<file path="src/rtl/writeback_pkg.sv">
// writeback_pkg: shared types and sizes for the writeback/retire stage
package writeback_pkg;
  localparam int N_EXEC_UNITS = 3;
  localparam int SEQ_W = 4;
  typedef logic [SEQ_W-1:0] seq_t;
  typedef struct packed {
    logic [4:0]  rd_idx;
    logic [31:0] rd_val;
    logic        br_valid;
    logic [31:0] br_target;
  } exec_result;
endpackage

</file>
<file path="src/rtl/writeback_if.sv">
// writeback_if: exec-unit to writeback result handshake
interface writeback_if;
  import writeback_pkg::*;
  logic       [N_EXEC_UNITS-1:0] unit_valid;
  seq_t       [N_EXEC_UNITS-1:0] unit_seq;
  exec_result [N_EXEC_UNITS-1:0] unit_result;
  logic       [N_EXEC_UNITS-1:0] unit_ready;
  modport master (output unit_valid, unit_seq, unit_result, input unit_ready);
  modport slave (input unit_valid, unit_seq, unit_result, output unit_ready);
endinterface

</file>
<file path="src/rtl/writeback_slot.sv">
// writeback_slot: one-entry result holding register with in-order tag match
module writeback_slot
  import writeback_pkg::*;
(
  input  logic       clk,
  input  logic       rst,
  input  logic       clr,
  input  logic       retire,
  input  logic       in_valid,
  input  seq_t       in_seq,
  input  exec_result in_result,
  input  seq_t       exp_seq,
  output logic       ready,
  output logic       match,
  output exec_result result
);
  logic valid;
  seq_t seq;
  assign ready = !valid;
  assign match = valid && seq == exp_seq;
  // occupancy: cleared by retire or flush/redirect, which also blocks capture
  always_ff @(posedge clk)
    if (rst || clr || retire) valid <= 1'b0;
    else if (in_valid && !valid) valid <= 1'b1;
  // payload captured only on a real transfer into an empty slot
  always_ff @(posedge clk)
    if (rst) begin
      seq    <= '0;
      result <= '0;
    end else if (in_valid && !valid && !clr) begin
      seq    <= in_seq;
      result <= in_result;
    end
endmodule

</file>
<file path="src/rtl/writeback.sv">
// writeback: in-order retire of buffered exec results with branch redirect
module writeback
  import writeback_pkg::*;
(
  input  logic        clk,
  input  logic        rst,
  input  logic        flush,
  writeback_if.slave  bus,
  output logic        rf_we,
  output logic [4:0]  rf_waddr,
  output logic [31:0] rf_wdata,
  output logic        retire_valid,
  output seq_t        retire_seq,
  output logic        redir_valid,
  output logic [31:0] redir_target,
  output logic        flush_out
);
  logic       [N_EXEC_UNITS-1:0] match, grant, ready;
  exec_result [N_EXEC_UNITS-1:0] res;
  exec_result sel;
  seq_t       exp_seq;
  logic       retire, br_take, clr, redir_q;
  logic [31:0] tgt_q;
  assign retire  = |match && !flush;
  assign grant   = flush ? '0 : match;
  assign br_take = retire && sel.br_valid;
  assign clr     = flush || br_take || redir_q;
  assign bus.unit_ready = ready;
  for (genvar g = 0; g < N_EXEC_UNITS; g++) begin : g_slot
    writeback_slot u_slot (
      .clk       (clk),
      .rst       (rst),
      .clr       (clr),
      .retire    (grant[g]),
      .in_valid  (bus.unit_valid[g]),
      .in_seq    (bus.unit_seq[g]),
      .in_result (bus.unit_result[g]),
      .exp_seq   (exp_seq),
      .ready     (ready[g]),
      .match     (match[g]),
      .result    (res[g])
    );
  end
  // select the single matching slot; zero when nothing matches
  always_comb begin
    sel = '0;
    for (int i = 0; i < N_EXEC_UNITS; i++) sel = match[i] ? res[i] : sel;
  end
  assign retire_valid = retire;
  assign retire_seq   = retire ? exp_seq : '0;
  assign rf_we        = retire && sel.rd_idx != 5'd0;
  assign rf_waddr     = rf_we ? sel.rd_idx : '0;
  assign rf_wdata     = rf_we ? sel.rd_val : '0;
  assign redir_valid  = redir_q;
  assign flush_out    = redir_q;
  assign redir_target = tgt_q;
  // expected tag advances on every retire and wraps naturally
  always_ff @(posedge clk)
    if (rst) exp_seq <= '0;
    else if (retire) exp_seq <= exp_seq + 1'b1;
  // one-cycle redirect pulse after a retiring branch
  always_ff @(posedge clk)
    if (rst) begin
      redir_q <= 1'b0;
      tgt_q   <= '0;
    end else begin
      redir_q <= br_take;
      tgt_q   <= br_take ? sel.br_target : '0;
    end
  a_unique_match: assert property (@(posedge clk) disable iff (rst) $onehot0(match));
endmodule

</file>
<file path="src/flat_wrapper.sv">
// flat-port wrapper written by rule: the top's interface ports become plain ports
module writeback_flat import writeback_pkg::*;
  (clk, rst, flush, rf_we, rf_waddr, rf_wdata, retire_valid, retire_seq, redir_valid, redir_target, flush_out, bus_unit_valid, bus_unit_seq, bus_unit_result, bus_unit_ready);
  writeback_if bus_i ();
  input  logic clk;
  input  logic rst;
  input  logic flush;
  output logic rf_we;
  output logic [4:0] rf_waddr;
  output logic [31:0] rf_wdata;
  output logic retire_valid;
  output seq_t retire_seq;
  output logic redir_valid;
  output logic [31:0] redir_target;
  output logic flush_out;
  input wire logic [$bits(bus_i.unit_valid)-1:0] bus_unit_valid;
  input wire logic [$bits(bus_i.unit_seq)-1:0] bus_unit_seq;
  input wire logic [$bits(bus_i.unit_result)-1:0] bus_unit_result;
  output wire logic [$bits(bus_i.unit_ready)-1:0] bus_unit_ready;
  assign bus_i.unit_valid = bus_unit_valid;
  assign bus_i.unit_seq = bus_unit_seq;
  assign bus_i.unit_result = bus_unit_result;
  assign bus_unit_ready = bus_i.unit_ready;
  writeback u_core (.clk(clk), .rst(rst), .flush(flush), .bus(bus_i), .rf_we(rf_we), .rf_waddr(rf_waddr), .rf_wdata(rf_wdata), .retire_valid(retire_valid), .retire_seq(retire_seq), .redir_valid(redir_valid), .redir_target(redir_target), .flush_out(flush_out));
endmodule
</file>
<file path="config.mk">
export PLATFORM = sky130hd
export DESIGN_NAME = writeback_flat
export DESIGN_NICKNAME = d
export VERILOG_FILES = /design/src/rtl/writeback_pkg.sv /design/src/rtl/writeback_if.sv /design/src/rtl/writeback_slot.sv /design/src/rtl/writeback.sv /design/src/flat_wrapper.sv
export SDC_FILE = /design/constraint.sdc
export NUM_CORES = 1
export LEC_CHECK = 0
export CORE_MARGIN = 5
export CORE_UTILIZATION = 54
export CTS_BUF_LIST = sky130_fd_sc_hd__clkbuf_16
export DETAILED_ROUTE_END_ITERATION = 16
export PLACE_DENSITY = 0.88
export SLEW_MARGIN = 20
export SYNTH_ARGS = -nofsm -noshare
export SYNTH_HDL_FRONTEND = slang
export SYNTH_SLANG_ARGS = --single-unit
</file>
<file path="constraint.sdc">
create_clock -name clk -period 5.3 [get_ports clk]
set_input_delay 1.06 -clock clk [delete_from_list [all_inputs] [get_ports clk]]
set_output_delay 1.06 -clock clk [all_outputs]
set_load 0.005 [all_outputs]
</file>
Yosys cells after proc, flatten, opt, wreduce, memory -nomap -nowiden
Index checks and enable logic that the tools add are counted.

Latch bits: 0. RAM bits: 0. Word-level logic and storage cells: 59. Bits in registers: 262. Input port bits: 228. Output and inout port bits: 80. ROM bits: 0. Memories kept: 0.

Muxes and demuxes: 7. Shift operators: 0. Magnitude comparators: 0. Reductions and logical operators: 26. Add/sub/neg operators: 1. Multipliers: 0. Equal/unequal tests: 3. Bitwise logic cells: 1. Divide/modulo/power cells: 0.

Operators with widths (count): 2-to-1 mux 70 bit (3); 2-to-1 mux 32 bit (1); == test 4 bit (3); logical AND 1 bit (12); logical OR 1 bit (6); zero test 1 bit (5); 2-to-1 mux 5 bit (1); nonzero test 5 bit (1); adder 4 x 1 -> 4 bit, second input constant (1); 2-to-1 mux 4 bit (1); 2-to-1 mux 3 bit (1); OR reduction 3 bit (1); OR reduction 2 bit (1); inverter 1 bit (1).

Depth between registers and ports, before layout
Gate-level depths: netlist of run 1.

Depth after elaboration: 10. Depth in mapped cells: 10. Mapped depth without buffers: 7.

Cells and area by module
From an unflattened synthesis of run 1, not the netlist that was laid out.

Cell total of the unflattened synthesis: 1288. Area, all modules: 10711.5 sq um.

Modules (own cells, without submodules): writeback_slot (area an instance 2673.8 sq um, cells each 332, times used 3); writeback (area an instance 2690.1 sq um, cells each 292, times used 1).

Least setup slack after synthesis of run 1
OpenSTA, ideal clock, no wires.

Path type: register -> output. From: register u_core.exp_seq[0]. To: output port rf_wdata[10]. Path slack: 2175 ps. Required time: 4240 ps. Arrival time: 2065 ps. Buffers on the path: 2. Stages on the path, launching flop included: 9. Cell sequence: dfxtp_1 -> buf_6 -> xnor2_2 -> nand3_2 -> o211a_1 -> a221o_1 -> a2111oi_4 -> buf_6 -> a21oi_2.

Word-level cells in the longest chain between the ends: 8. Elaborated cells on any way between the ends: 14. Those cells by class: eq/ne (3); mux (4); reduce/logical (7).

RTL lines: start, declared (RTL line writeback.sv:21) `seq_t exp_seq;`; start signal, assigned (RTL line writeback.sv:60) `else if (retire) exp_seq <= exp_seq + 1'b1;`; == test 4 bit (RTL line writeback_slot.sv:20) `assign match = valid && seq == exp_seq;`; logical AND 1 bit (RTL line writeback_slot.sv:20); 2-to-1 mux 70 bit (3 in series) (RTL line writeback.sv:47) `for (int i = 0; i < N_EXEC_UNITS; i++) sel = match[i] ? res[i] : sel;`; nonzero test 5 bit (RTL line writeback.sv:51) `assign rf_we = retire && sel.rd_idx != 5'd0;`; logical AND 1 bit (RTL line writeback.sv:51); 2-to-1 mux 32 bit * (RTL line writeback.sv:53) `assign rf_wdata = rf_we ? sel.rd_val : '0;`; end, declared (RTL line flat_wrapper.sv:10) `output logic [31:0] rf_wdata;`.

Every way passes the cells marked *; elsewhere a longest branch is shown, timed or not.

Final worst setup path of run 1
From: register u_core.exp_seq[2]. To: output port rf_wdata[0].

Same word-level chain as after synthesis.

==> results of run 1 <==
-- where the power goes --
part | internal (mW) | leakage (nW) | switching [mW]
Combinational | 0.383 | 3.44 | 0.362
Clock | 1.37 | 0.518 | 0.800
Sequential | 2.07 | 2.14 | 0.0612
Total | 3.82 | 6.09 | 1.22
-- sequential cells by signal, summed over array words and instances (netlist names) --
name and count:
u_core.g_slot.u_slot.valid 3, u_core.g_slot.u_slot.result 210, u_core.redir_target 32, u_core.g_slot.u_slot.seq 12, u_core.exp_seq 4, u_core.flush_out 1
-- area by class of cell --
class                           instances  area (um^2)
Antenna cell                            7         17.5
Clock buffer                           29          726
Tap cell                              319          399
Multi-Input combinational cell        943         7130
Fill cell                            1703         6530
Clock inverter                         23          304
Sequential cell                       262         5250
Timing Repair Buffer                  325         3240
Inverter                                6         22.5
-- synth_stat cells (2+ instances only) --
cell,instances,area share [%]
nand2b_1,444,21
o2111ai_1,3,0.20
a31oi_1,3,0.14
a21oi_1,4,0.15
nand2_1,6,0.17
xnor2_4,2,0.42
dfxtp_1,262,40
mux2i_1,222,17
buf_1,2,0.058
nand3_1,4,0.15
inv_1,5,0.14
buf_6,24,2.1
a221oi_1,32,2.2
or4b_2,3,0.23
and2_1,8,0.38
a221o_1,35,2.7
nor2_1,40,1.2
a21oi_2,33,2.2
o211ai_1,32,1.8
nor3b_1,3,0.17
buf_2,9,0.35
nand3_2,2,0.15
xnor2_1,6,0.40
and3_1,2,0.096
xor2_1,5,0.34
nor3_1,36,1.4
buf_4,8,0.46
clkbuf_1,82,2.4
o22ai_1,3,0.14
-- kinds of logic after synthesis --
family                   count (synthesis)  share of synthesized area [%]
AND/OR/NAND/NOR                        553                           25.5
multiplexers                           223                           17.1
flip-flops                             262                           40.3
AO/OA/AOI/OAI                          152                           10.2
buffers and inverters                  131                           5.48
adder cells (fa/ha/maj)                  1                         0.0960
XOR/XNOR                                14                           1.29
-- metrics by stage --
stage          power, mW  cell area (um^2)
2_1_floorplan       2.62             13000
3_3_place_gp        2.89             16000
3_5_place_dp        2.91             16000
4_1_cts             5.07             17100
5_1_grt             5.22             17100
6_report            5.05             17100
-- worst max-delay path, delay by kind of cell, from the launching register on --
family	cells	cell delay [ns]
xor+xnor	1	0.16
buf+inv	2	1.04
compound gates	4	1.33
flops	1	0.56
simple gates	1	0.17
-- path summary, 6_finish.rpt --
kind                                                                        end  cells after the start
worst max register to register               u_core.redir_target[12]$_SDFF_PP0_                      6
worst max-delay path                                                rf_wdata[0]                      8
worst min-delay path            u_core.g_slot[0].u_slot.result[13]$_SDFFE_PP0P_                      2
worst min register to register  u_core.g_slot[0].u_slot.result[13]$_SDFFE_PP0P_                      2
-- layer usage --
metal	GRT usage, %	vias to the layer above	wire length, um
met2	42.5	375	17200
met3	4.14	86	2300
met4	10.9	2	1290
met5	0	-	20
li1	-	5028	-
met1	32.3	4840	15400
==> impl_metrics.py, run 1 <==
metrics = {
    "clocking": {
        "clock_latency_ns": 0.53,
        "cts_tree": "yes",
        "cts_htree_levels": 1,
        "cts.path.max_buffers": 3,
        "cts.sinks": 262,
        "clkTransAtPathRegs_ns": 0.06,
        "cts_made_buffers": 28,
        "postCtsHoldBufs": 0,
        "postCtsSetupRepairBufs": 0,
        "cts_resized": 0,
        "clockRootBuffer": "clkbuf_16",
    },
    "global_route": {
        "grt_overflow": 0,
        "grt_first_pass_wirelength_mm": 55.8,
        "antenna_found_initial": 7,
        "grt_pass1_vias": 10630,
        "track_usage_pct": 25.3,
        "grt_max_degree": 263,
    },
    "synthesis": {
        "synth-edff-count": 0,
        "synthFlopType": "dfxtp_1",
        "ys_warn_count": 0,
        "syn_nets": 1565,
        "ys_seq_area_share_pct": 40.3,
        "ys_seq_elements": 262,
        "syn_area_per_cell_um2": 9.75,
        "synth_cell_types": 45,
        "syn_area_um2": 13000,
        "synthCells": 1336,
        "async_flop_share_pct": 0,
    },
    "min_path": {
        "hold_start": "u_core.g_slot[0].u_slot.result[13]$_SDFFE_PP0P_",
        "hp-class": "reg2reg",
    },
    "place": {
        "portBuffers": 307,
        "dp_slack_ns": 0.995,
        "placed_cells": 1855,
        "routabilityCongestion": 0.854,
        "hpwl_mm": 23.8,
    },
    "power_and_ir_drop": {
        "leakagePower_nw": 6.09,
        "p_per_area_nw_per_um2": 295,
        "ir_drop_mv": 0.180,
    },
    "sta": {
        "hold_ws_ns": 0.472,
        "slew_headroom_pct": 37.9,
        "rsz0062_at_grt": "false",
        "finClkSkew_ns": 0.0115,
        "period_minus_slack_ns": 4.87,
        "fin_ws_ns": 0.426,
        "hold_viol_final": 0,
        "setup_viol": 0,
        "max_freq_ghz": 0.205,
        "setup_tns_ns": 0,
        "timing.final.crit_share_pct": 92.0,
        "finalMaxSlewViolations": 0,
        "worst-slew-pin-transition_ns": 0.931,
    },
    "critical_path": {
        "crit_fanout": 34,
        "rrSetupSlack_ns": 1.85,
        "required_ns": 4.24,
        "start_kind": "register",
        "cp_cell_sequence": "xnor2_4 > nand3_2 > o211a_4 > a221o_1 > a2111oi_4 > buf_4 > a21oi_1 > clkdlybuf4s50_1",
        "crit_path_start": "u_core.exp_seq[2]$_SDFFE_PP0N_",
        "critPathKind": "reg2out",
        "cp_slowest_cell": "dfxtp_1",
        "arrival_ns": 3.81,
        "timing.rr.start": "u_core.exp_seq[2]$_SDFFE_PP0N_",
        "worst_setup_path_end_kind": "output pin",
        "critPathMaxStageDelay_ns": 0.56,
    },
    "drt": {
        "initialDrtViolationCount": 689,
        "vias_per_cell": 5.40,
        "post-route-drc-count": 0,
        "vias": 10331,
        "drtPass1Iterations": 5,
        "drtAntennaViolNets": 0,
        "wire_per_inst_um": 18.9,
        "drt-total-wl_mm": 36.2,
    },
    "floorplan": {
        "fp.dieH_um": 165,
        "start_util_pct": 55.2,
        "die_x_um": 165,
        "dieArea_um2": 27300,
        "io-pin-count": 308,
        "core_um2": 23600,
        "rows": 56,
    },
    "job": {
        "maxCapViolations": 0,
    },
    "outcome": {
        "outcome": "completed",
    },
    "finish": {
        "final_common_cell": "nand2b_1",
        "syn_to_final_growth_pct": 31.1,
        "layout_common_cells": "444 x nand2b_1, 306 x clkdlybuf4s50_1, 262 x dfxtp_1",
        "instances_no_fill": 1914,
        "nets": 1795,
        "drive_gt1_share_pct": 7.05,
        "utilization_pct": 72.3,
    },
}
Power figures use the tool's default switching activity.
==> run 2: changes to the inputs <==
--- a/config.mk
+++ b/config.mk
@@ -14,3 +14,4 @@
 export SYNTH_ARGS = -nofsm -noshare
 export SYNTH_HDL_FRONTEND = slang
 export SYNTH_SLANG_ARGS = --single-unit
+export TNS_END_PERCENT = 5
==> results of run 2 <==
The final DEF is identical to that of run 1; final timing and power are the same.
